==> src/rtl/fir_pkg.sv <==
// Shared definitions for the FIR filter stages: state encoding, default
// widths and arithmetic width helpers.
package fir_pkg;

    localparam int DEF_WIDTH_DATA    = 8;
    localparam int DEF_WIDTH_COEF    = 8;
    localparam int DEF_N_TAPS        = 16;
    localparam int DEF_WIDTH_MAC_OUT = 8;

    typedef enum logic [1:0] {
        IDLE = 2'd0,
        MAC  = 2'd1,
        DONE = 2'd2
    } fir_mac_state_t;

    // Sum of N products of WD x WC bits needs log2(N) guard bits.
    function automatic int acc_width(input int wd, input int wc, input int n_taps);
        return wd + wc + $clog2(n_taps);
    endfunction

    // Q1.(WC-1) coefficients: drop the fractional bits of the product sum.
    function automatic int shift_amount(input int wc);
        return wc - 1;
    endfunction

    function automatic int sat_max(input int w);
        return (2 ** (w - 1)) - 1;
    endfunction

    function automatic int sat_min(input int w);
        return -(2 ** (w - 1));
    endfunction

    localparam int DEF_ACC_WIDTH = acc_width(DEF_WIDTH_DATA, DEF_WIDTH_COEF, DEF_N_TAPS);
    localparam int DEF_SHIFT     = shift_amount(DEF_WIDTH_COEF);
    localparam int DEF_SAT_MAX   = sat_max(DEF_WIDTH_MAC_OUT);
    localparam int DEF_SAT_MIN   = sat_min(DEF_WIDTH_MAC_OUT);

endpackage

==> src/rtl/sat_shift.sv <==
// Combinational arithmetic right shift (floor) followed by signed saturation
// to a narrower output width.
module sat_shift
    import fir_pkg::*;
#(
    parameter int IN_WIDTH  = DEF_ACC_WIDTH,
    parameter int OUT_WIDTH = DEF_WIDTH_MAC_OUT,
    parameter int SHIFT     = DEF_SHIFT
) (
    input  logic signed [IN_WIDTH-1:0]  in_val,
    output logic signed [OUT_WIDTH-1:0] out_val
);

    localparam logic signed [OUT_WIDTH-1:0] SAT_MAX = OUT_WIDTH'(sat_max(OUT_WIDTH));
    localparam logic signed [OUT_WIDTH-1:0] SAT_MIN = OUT_WIDTH'(sat_min(OUT_WIDTH));

    logic signed [IN_WIDTH-1:0] shifted;

    assign shifted = in_val >>> SHIFT;

    generate
        if (IN_WIDTH > OUT_WIDTH) begin : g_sat
            // The value fits when every bit from the output sign bit upward agrees.
            logic [IN_WIDTH-OUT_WIDTH:0] top_bits;

            assign top_bits = shifted[IN_WIDTH-1:OUT_WIDTH-1];

            always_comb begin
                out_val = shifted[OUT_WIDTH-1:0];
                if (top_bits != '0 && top_bits != '1) begin
                    out_val = shifted[IN_WIDTH-1] ? SAT_MIN : SAT_MAX;
                end
            end
        end else begin : g_ext
            assign out_val = OUT_WIDTH'(shifted);
        end
    endgenerate

endmodule

==> src/rtl/fir_mac_seq.sv <==
// FIR sequencer: accepts one sample per run, shifts it into the external
// delay line, then sweeps all taps through a single multiply-accumulate.
module fir_mac_seq
    import fir_pkg::*;
#(
    parameter int WIDTH_DATA    = DEF_WIDTH_DATA,
    parameter int WIDTH_COEF    = DEF_WIDTH_COEF,
    parameter int N_TAPS        = DEF_N_TAPS,
    parameter int WIDTH_MAC_OUT = DEF_WIDTH_MAC_OUT
) (
    input  logic                              clk,
    input  logic                              clr_n,
    input  logic                              flush,
    input  logic                              in_valid,
    output logic                              in_ready,
    input  logic signed [WIDTH_DATA-1:0]      in_data,
    output logic                              asr_en,
    output logic                              asr_clr,
    output logic signed [WIDTH_DATA-1:0]      asr_d,
    output logic [$clog2(N_TAPS)-1:0]         asr_add,
    input  logic signed [WIDTH_DATA-1:0]      asr_q,
    output logic [$clog2(N_TAPS)-1:0]         coef_add,
    input  logic signed [WIDTH_COEF-1:0]      coef,
    output logic                              out_valid,
    input  logic                              out_ready,
    output logic signed [WIDTH_MAC_OUT-1:0]   out_data
);

    localparam int ADDR_W = $clog2(N_TAPS);
    localparam int ACC_W  = acc_width(WIDTH_DATA, WIDTH_COEF, N_TAPS);
    localparam int PROD_W = WIDTH_DATA + WIDTH_COEF;
    localparam int SHIFT  = shift_amount(WIDTH_COEF);
    localparam logic [ADDR_W-1:0] LAST_TAP = ADDR_W'(N_TAPS - 1);

    fir_mac_state_t                  state_reg;
    logic [ADDR_W-1:0]               cnt_reg;
    logic signed [ACC_W-1:0]         acc_reg;
    logic signed [ACC_W-1:0]         acc_next;
    logic signed [PROD_W-1:0]        prod;
    logic signed [WIDTH_MAC_OUT-1:0] result;
    logic                            accept;

    // Handshake and delay-line strobes react to inputs within the cycle.
    assign in_ready = (state_reg == IDLE) && clr_n && !flush;
    assign accept   = in_valid && in_ready;
    assign asr_en   = accept;
    assign asr_clr  = (state_reg == IDLE) && clr_n && flush;
    assign asr_d    = in_data;

    // The counter is zero outside MAC, so the addresses idle at the newest tap.
    assign asr_add  = cnt_reg;
    assign coef_add = cnt_reg;

    assign prod     = asr_q * coef;
    assign acc_next = acc_reg + ACC_W'(prod);

    sat_shift #(
        .IN_WIDTH  (ACC_W),
        .OUT_WIDTH (WIDTH_MAC_OUT),
        .SHIFT     (SHIFT)
    ) u_sat_shift (
        .in_val  (acc_next),
        .out_val (result)
    );

    always_ff @(posedge clk or negedge clr_n) begin
        if (!clr_n) begin
            state_reg <= IDLE;
            cnt_reg   <= '0;
            acc_reg   <= '0;
            out_valid <= 1'b0;
            out_data  <= '0;
        end else begin
            case (state_reg)
                IDLE: begin
                    if (accept) begin
                        acc_reg   <= '0;
                        cnt_reg   <= '0;
                        state_reg <= MAC;
                    end
                end
                MAC: begin
                    acc_reg <= acc_next;
                    cnt_reg <= cnt_reg + ADDR_W'(1);
                    // Last tap: the saturated final sum is captured on the same edge.
                    if (cnt_reg == LAST_TAP) begin
                        out_data  <= result;
                        out_valid <= 1'b1;
                        state_reg <= DONE;
                    end
                end
                DONE: begin
                    if (out_ready) begin
                        out_valid <= 1'b0;
                        state_reg <= IDLE;
                    end
                end
                default: begin
                    state_reg <= IDLE;
                end
            endcase
        end
    end

endmodule

==> config.mk <==
export PLATFORM = sky130hd
export DESIGN_NAME = fir_mac_seq
export DESIGN_NICKNAME = d
export VERILOG_FILES = /design/src/rtl/fir_pkg.sv /design/src/rtl/sat_shift.sv /design/src/rtl/fir_mac_seq.sv
export SDC_FILE = /design/constraint.sdc
export NUM_CORES = 1
export LEC_CHECK = 0
export ABC_AREA = 1
export ABC_CLOCK_PERIOD_IN_PS = 7200
export CELL_PAD_IN_SITES_DETAIL_PLACEMENT = 0
export CELL_PAD_IN_SITES_GLOBAL_PLACEMENT = 1
export CORE_ASPECT_RATIO = 1.1
export CORE_MARGIN = 3
export CORE_UTILIZATION = 48
export CTS_CLUSTER_SIZE = 10
export DETAILED_ROUTE_END_ITERATION = 16
export PLACE_DENSITY_LB_ADDON = 0.1
export RECOVER_POWER = 50
export SYNTH_ARGS = -nofsm -noshare
export SYNTH_HDL_FRONTEND = slang
export SYNTH_SLANG_ARGS = --single-unit
==> constraint.sdc <==
create_clock -name clk -period 7.2 [get_ports clk]
set_clock_uncertainty 0.1 [all_clocks]
set_input_delay 1.08 -clock clk [delete_from_list [all_inputs] [get_ports clk]]
set_output_delay 1.08 -clock clk [all_outputs]
set_load 0.01 [all_outputs]
==> results.py <==
metrics = {
    "outcome": {
        "status": "finished, violations left",
        "violations": "capacitance limit, slew limit",
    },
    "global_route": {
        "grt.total_usage_pct": 20.8,
        "grt_antenna_before_repair": 0,
        "grt_max_degree": 37,
        "grt_pass1_wl_um": 21400,
        "first_global_vias": 4458,
        "overflow": 0,
    },
    "die": {
        "fp-row-count": 40,
        "die_w_um": 108,
        "initial_utilization_pct": 49.8,
        "core_area_sq_um": 11100,
        "dieArea_sq_um": 12900,
        "die_h_um": 119,
        "io_pins": 57,
    },
    "logic_synthesis": {
        "syn_area_per_cell_sq_um": 8.05,
        "async_flop_share_pct": 100,
        "synth_top_family_by_area": "adder cells",
        "synthSimpleGateAreaFrac_pct": 19.7,
        "synth_warnings": 0,
        "synthesis.area_sq_um": 5530,
        "synth_edf_count": 0,
        "synth_seq_area_share_pct": 15.8,
        "syn_nets": 851,
        "synthCells": 687,
        "ys.flop_type": "dfrtp_1",
        "yosysUniqueCellTypes": 32,
        "synth-xor-area-share_pct": 2.22,
        "synthAdderAreaFrac_pct": 42.5,
        "synth.area.mux_share_pct": 0,
        "synth-compound-area-share_pct": 5.40,
        "ys_seq_elements": 35,
    },
    "layout": {
        "drive_above_1_share_pct": 6.48,
        "largest_reg_flops": 20,
        "syn_to_final_growth_pct": 11.1,
        "final_nets": 874,
        "finalNonFillerCells": 857,
        "diodes": 0,
    },
    "route": {
        "drt-initial-drc-count": 180,
        "dr.pass1.iters": 4,
        "wl_um": 12100,
        "drc": 0,
        "vias_per_cell": 4.81,
        "ant_nets": 0,
        "num_vias": 4125,
        "routedWlPerCell_um": 14.1,
    },
    "placement": {
        "gp_congestion": 0.883,
        "dp_cells": 850,
        "portBuffers": 40,
        "dp_hpwl_um": 10500,
    },
    "cts": {
        "cts_tree": "built",
        "post_cts_buffers": 0,
        "clock-sinks": 35,
        "postCtsHoldBufs": 0,
        "clock_latency_ns": 0.28,
        "h-tree-depth": 2,
        "clk_pin_slew_ns": 0.05,
        "cts_root_buf": "clkbuf_16",
        "clk_path_buf_depth": 2,
        "cts-buffers-inserted": 5,
        "cts_resized": 0,
    },
    "worst_setup_path": {
        "crit_chain": "clkdlybuf4s50_1 -> nand2_1 -> fa_1 -> inv_1 -> fa_1 -> inv_1 -> fa_1 -> inv_1 -> fa_1 -> ha_1 -> ha_1 -> nand2_2 -> inv_1 -> a21oi_1 -> nand3_2 -> nand2_1 -> nand2_2 -> nor2_1 -> nand3_1 -> a21oi_4 -> a21oi_1",
        "cp_top_family": "adder cells",
        "worst-path-buf-inv": 5,
        "r2r_cells": 21,
        "cp.arrival_ns": 6.54,
        "path_depth": 21,
        "start_kind": "primary input",
        "cpMaxStageDelayCell": "clkdlybuf4s50_1",
        "path_class": "primary input to flop",
        "slowest_delay_ns": 0.67,
        "rr_startpoint": "acc_reg[6]",
        "reg2reg_slack_ns": 2.29,
        "cp.required_ns": 7.25,
        "r2r_end": "out_data[1]",
        "cp-end-kind": "flop",
        "cp-startpoint": "coef[2]",
        "crit_end": "out_data[1]",
        "path_max_fanout": 8,
    },
    "timing": {
        "finalSetupViolCount": 0,
        "slew_viol_final": 37,
        "worst-slew-pin-transition_ns": 1.99,
        "relSlewSlack_pct": -32.4,
        "finalSetupTns_ns": 0,
        "hold_viol_final": 0,
        "rsz0062_at_grt": "no",
        "finalCritPeriodShare_pct": 90.2,
        "fmax_ghz": 0.154,
        "min_period_ns": 6.49,
    },
    "job": {
        "cap_violations": 1,
    },
    "worst_hold_path": {
        "hold_depth": 2,
        "hold_class": "flop to flop",
    },
}
==> worst register-to-register path, cell delays in order (launching register included) <==
cell     delay [ns]
dfrtp_1        0.32
inv_1          0.07
fa_1           0.53
inv_1          0.05
fa_1           0.50
inv_1          0.06
fa_1           0.54
inv_1          0.06
fa_1           0.45
fa_1           0.45
ha_1           0.39
nand2_1        0.07
nor2_1         0.15
nand2_1        0.07
nand3_1        0.10
nand3_1        0.15
nand2_1        0.12
nand2_1        0.07
nand2_2        0.09
nand3_1        0.12
a21oi_4        0.23
a21oi_1        0.11
==> area by class of cell <==
cell class	instances	area, sq um
clock buffers	6	139
clock inverters	1	5.00
fillers	1037	4970
inverters	168	631
multi-input cells	453	3860
flip-flops and latches	35	876
well taps	147	184
repair buffers	47	447
==> through the flow <==
| stage | hold WS [ns] | worst slack (ns) | util (%) | area [sq um] |
|---|---|---|---|---|
| 2_1_floorplan | 0.372 | 1.23 | - | 5530 |
| 3_3_place_gp | 0.370 | 0.551 | 54.0 | 6000 |
| 3_5_place_dp | 0.375 | 0.429 | 54.0 | 6000 |
| 4_1_cts | 0.394 | 0.683 | 55.3 | 6150 |
| 5_1_grt | 0.429 | 0.284 | 55.3 | 6140 |
| 6_report | 0.378 | 0.707 | 55.3 | 6140 |
==> how the worst min path moves through the flow <==
stage	slack, ns	start	end
floorplan	0.37	acc_reg[0]	acc_reg[0]
global placement	0.37	out_valid	out_valid
detailed placement	0.38	out_valid	out_valid
CTS	0.39	out_valid	out_valid
global route	0.43	out_valid	out_valid
finish	0.38	out_valid	out_valid
==> routing by layer <==
layer | routed length [um] | vias to the layer above | GRT usage, %
li1 | - | 2054 | -
met1 | 5350 | 1991 | 27.9
met2 | 6230 | 65 | 37.1
met3 | 352 | 15 | 1.86
met4 | 153 | 0 | 3.39
met5 | 0 | - | 0
==> placed cells by master (no fill, tap or decap), types with 2 or more instances in the layout <==
| master | instances |
|---|---|
| a21oi_4 | 2 |
| nor2_1 | 29 |
| dfrtp_1 | 35 |
| fa_1 | 88 |
| a21oi_2 | 2 |
| xnor2_1 | 6 |
| ha_1 | 47 |
| clkbuf_16 | 5 |
| or2_2 | 2 |
| a21oi_1 | 14 |
| nand2_2 | 13 |
| xor2_1 | 8 |
| a22o_1 | 7 |
| inv_1 | 166 |
| dlygate4sd3_1 | 5 |
| nand2_1 | 172 |
| nor2_2 | 9 |
| nand4_1 | 5 |
| nand3_1 | 21 |
| o21ai_0 | 17 |
| o22ai_1 | 3 |
| clkdlybuf4s50_1 | 34 |
| buf_4 | 7 |
==> logic make-up after synthesis <==
group,after synthesis
AO/OA/AOI/OAI,47
XOR/XNOR,14
adder cells (fa/ha/maj),135
buffers and inverters,199
flip-flops,35
AND/OR/NAND/NOR,257
==> Yosys cell counts (3+ instances only) <==
master / instances / share of area [%]
o22ai_1: 3 / 0.34
xor2_1: 8 / 1.3
nand3_1: 21 / 1.9
dfrtp_1: 35 / 16
a22o_1: 7 / 1.1
nand2_1: 172 / 12
nor2_2: 9 / 1.0
nor2_1: 29 / 2.0
buf_4: 12 / 1.6
inv_1: 166 / 11
clkbuf_1: 18 / 1.2
nand2_2: 13 / 1.5
fa_1: 88 / 32
nand4_1: 5 / 0.57
a21oi_1: 14 / 1.3
o21ai_0: 17 / 1.5
ha_1: 47 / 11
xnor2_1: 6 / 0.95
Power is left out: the tool's default activity adds up to more than one toggle a clock period on the data nets, which glitch-free logic cannot reach.
==> edit 1 (same settings) <==
`DEF_N_TAPS`: 16 -> 8.
--- a/src/rtl/fir_pkg.sv
+++ b/src/rtl/fir_pkg.sv
@@ -5,5 +5,5 @@
     localparam int DEF_WIDTH_DATA    = 8;
     localparam int DEF_WIDTH_COEF    = 8;
-    localparam int DEF_N_TAPS        = 16;
+    localparam int DEF_N_TAPS        = 8;
     localparam int DEF_WIDTH_MAC_OUT = 8;
 
Interface: changed (resized asr_add and coef_add); port bits go from 57 to 55. No check against the original RTL was run, so the function may have changed too.
==> edit 1 against the unedited design <==
- the flow still finishes with violations (capacitance limit, slew limit)
- first-iteration DRC count decreased by 36%
- setup slack improved by 130 ps
- sequential cell count shrank 2
- via count down 7.7%
- utilization up 0.49 points
- register-to-register slack gained 30 ps
- final area is 4.3% lower
- non-clock buffer count down 5
- wire length down 11%
- area after synthesis down 4.7%
- largest cell class unchanged
Power is left out: the tool's default activity adds up to more than one toggle a clock period on the data nets, which glitch-free logic cannot reach.
==> edit 1: results <==
metrics = {
    "finish": {
        "drive_above_1_share_pct": 7.42,
        "multi_input_area_share_pct": 62.4,
        "nMultiInputCombCells": 411,
        "largest_reg_flops": 19,
        "layout.nonclk_buf_share_pct": 6.91,
        "register_area_um2": 826,
        "num-clock-buffers": 6,
        "clkCellAreaFrac_pct": 3.00,
        "num-fill-cells": 1025,
        "final_nets": 818,
        "signal_buffers": 42,
        "n_all_inverters": 166,
    },
    "placed_design": {
        "io_buffers": 38,
        "gp_congestion": 0.880,
        "dpl.hpwl_mm": 9.37,
    },
    "route": {
        "wire_per_inst_um": 13.4,
        "drt_iter0_drc": 116,
        "routed_via_density": 4.74,
    },
    "worst_setup_path": {
        "crit_slowest_cell": "clkdlybuf4s50_1",
        "arrival_ps": 6420,
        "critical_path.max_fanout": 10,
    },
    "synthesis": {
        "ys_seq_area_share_pct": 15.7,
        "ys_ff_latch": 33,
        "syn_nets": 799,
        "synth.top_cells.by_count": "inv_1, nand2_1, fa_1",
        "ys_types": 31,
        "synth_area_leaders": "fa_1, dfrtp_1, inv_1",
    },
    "grt": {
        "grt_pass1_wl_mm": 19.0,
        "grt_max_degree": 35,
        "grt_pass1_vias": 3966,
        "use_met2_pct": 34.1,
        "grt_util_met1_pct": 25.8,
        "gr-usage-met3_pct": 2.12,
        "grt_util_all_layers_pct": 19.0,
    },
    "clock_tree": {
        "path_clk_slew_ps": 50,
        "cts_buffers": 5,
    },
    "outcome": {
        "status": "complete, but fails checks",
        "violations": "capacitance limit, slew limit",
    },
    "flow_run": {
        "cap_violations": 1,
    },
    "sta": {
        "drv_slew": 35,
        "tightest_slew_ps": 1820,
    },
    "min_path": {
        "min_path_type": "reg -> reg",
    },
}
edit 1: cells by family (layout without fill, tap and decap cells):
| group | after synthesis | after routing | share of synthesized area [%] |
|---|---|---|---|
| simple gates | 221 | 221 | 18.1 |
| xor+xnor | 15 | 15 | 2.49 |
| fa+ha+maj | 130 | 130 | 42.8 |
| compound gates | 45 | 45 | 6.14 |
| flops | 33 | 33 | 15.7 |
| buf+inv | 196 | 216 | 14.8 |
edit 1: path summary, 6_finish.rpt:
path	cells after the start	start	end	slack [ps]
setup reg to reg	22	acc_reg[6]	out_data[1]	2320
setup / recovery	21	coef[0]	out_data[1]	830
hold reg to reg	2	out_valid	out_valid	370
hold / removal	2	out_valid	out_valid	370
max in group asynchronous	2	clr_n	acc_reg[13]	4220
min in group asynchronous	2	clr_n	acc_reg[17]	1720
edit 1: per-layer routing:
| layer | wire length, um | share of wire (%) |
|---|---|---|
| met1 | 4940 | 46 |
| met2 | 5480 | 51 |
| met3 | 243 | 2.3 |
| met4 | 70 | 0.65 |
| met5 | 0 | 0 |
edit 1: critical path: cells and delay by family:
kind	cells	cell delay, ps
simple gates	7	730
buf+inv	5	1300
fa+ha+maj	6	2670
compound gates	3	630
edit 1: stage by stage:
stage / setup WS (ps) / util (%) / hold WS [ps] / cells / instance area (um2)
after floorplan: 1350 / - / 373 / 640 / 5270
after global placement: 547 / 54.2 / 359 / 795 / 5710
after detailed placement: 481 / 54.2 / 369 / 795 / 5710
after CTS: 781 / 55.8 / 382 / 803 / 5880
after global routing: 451 / 55.8 / 424 / 803 / 5880
final: 832 / 55.8 / 369 / 803 / 5880
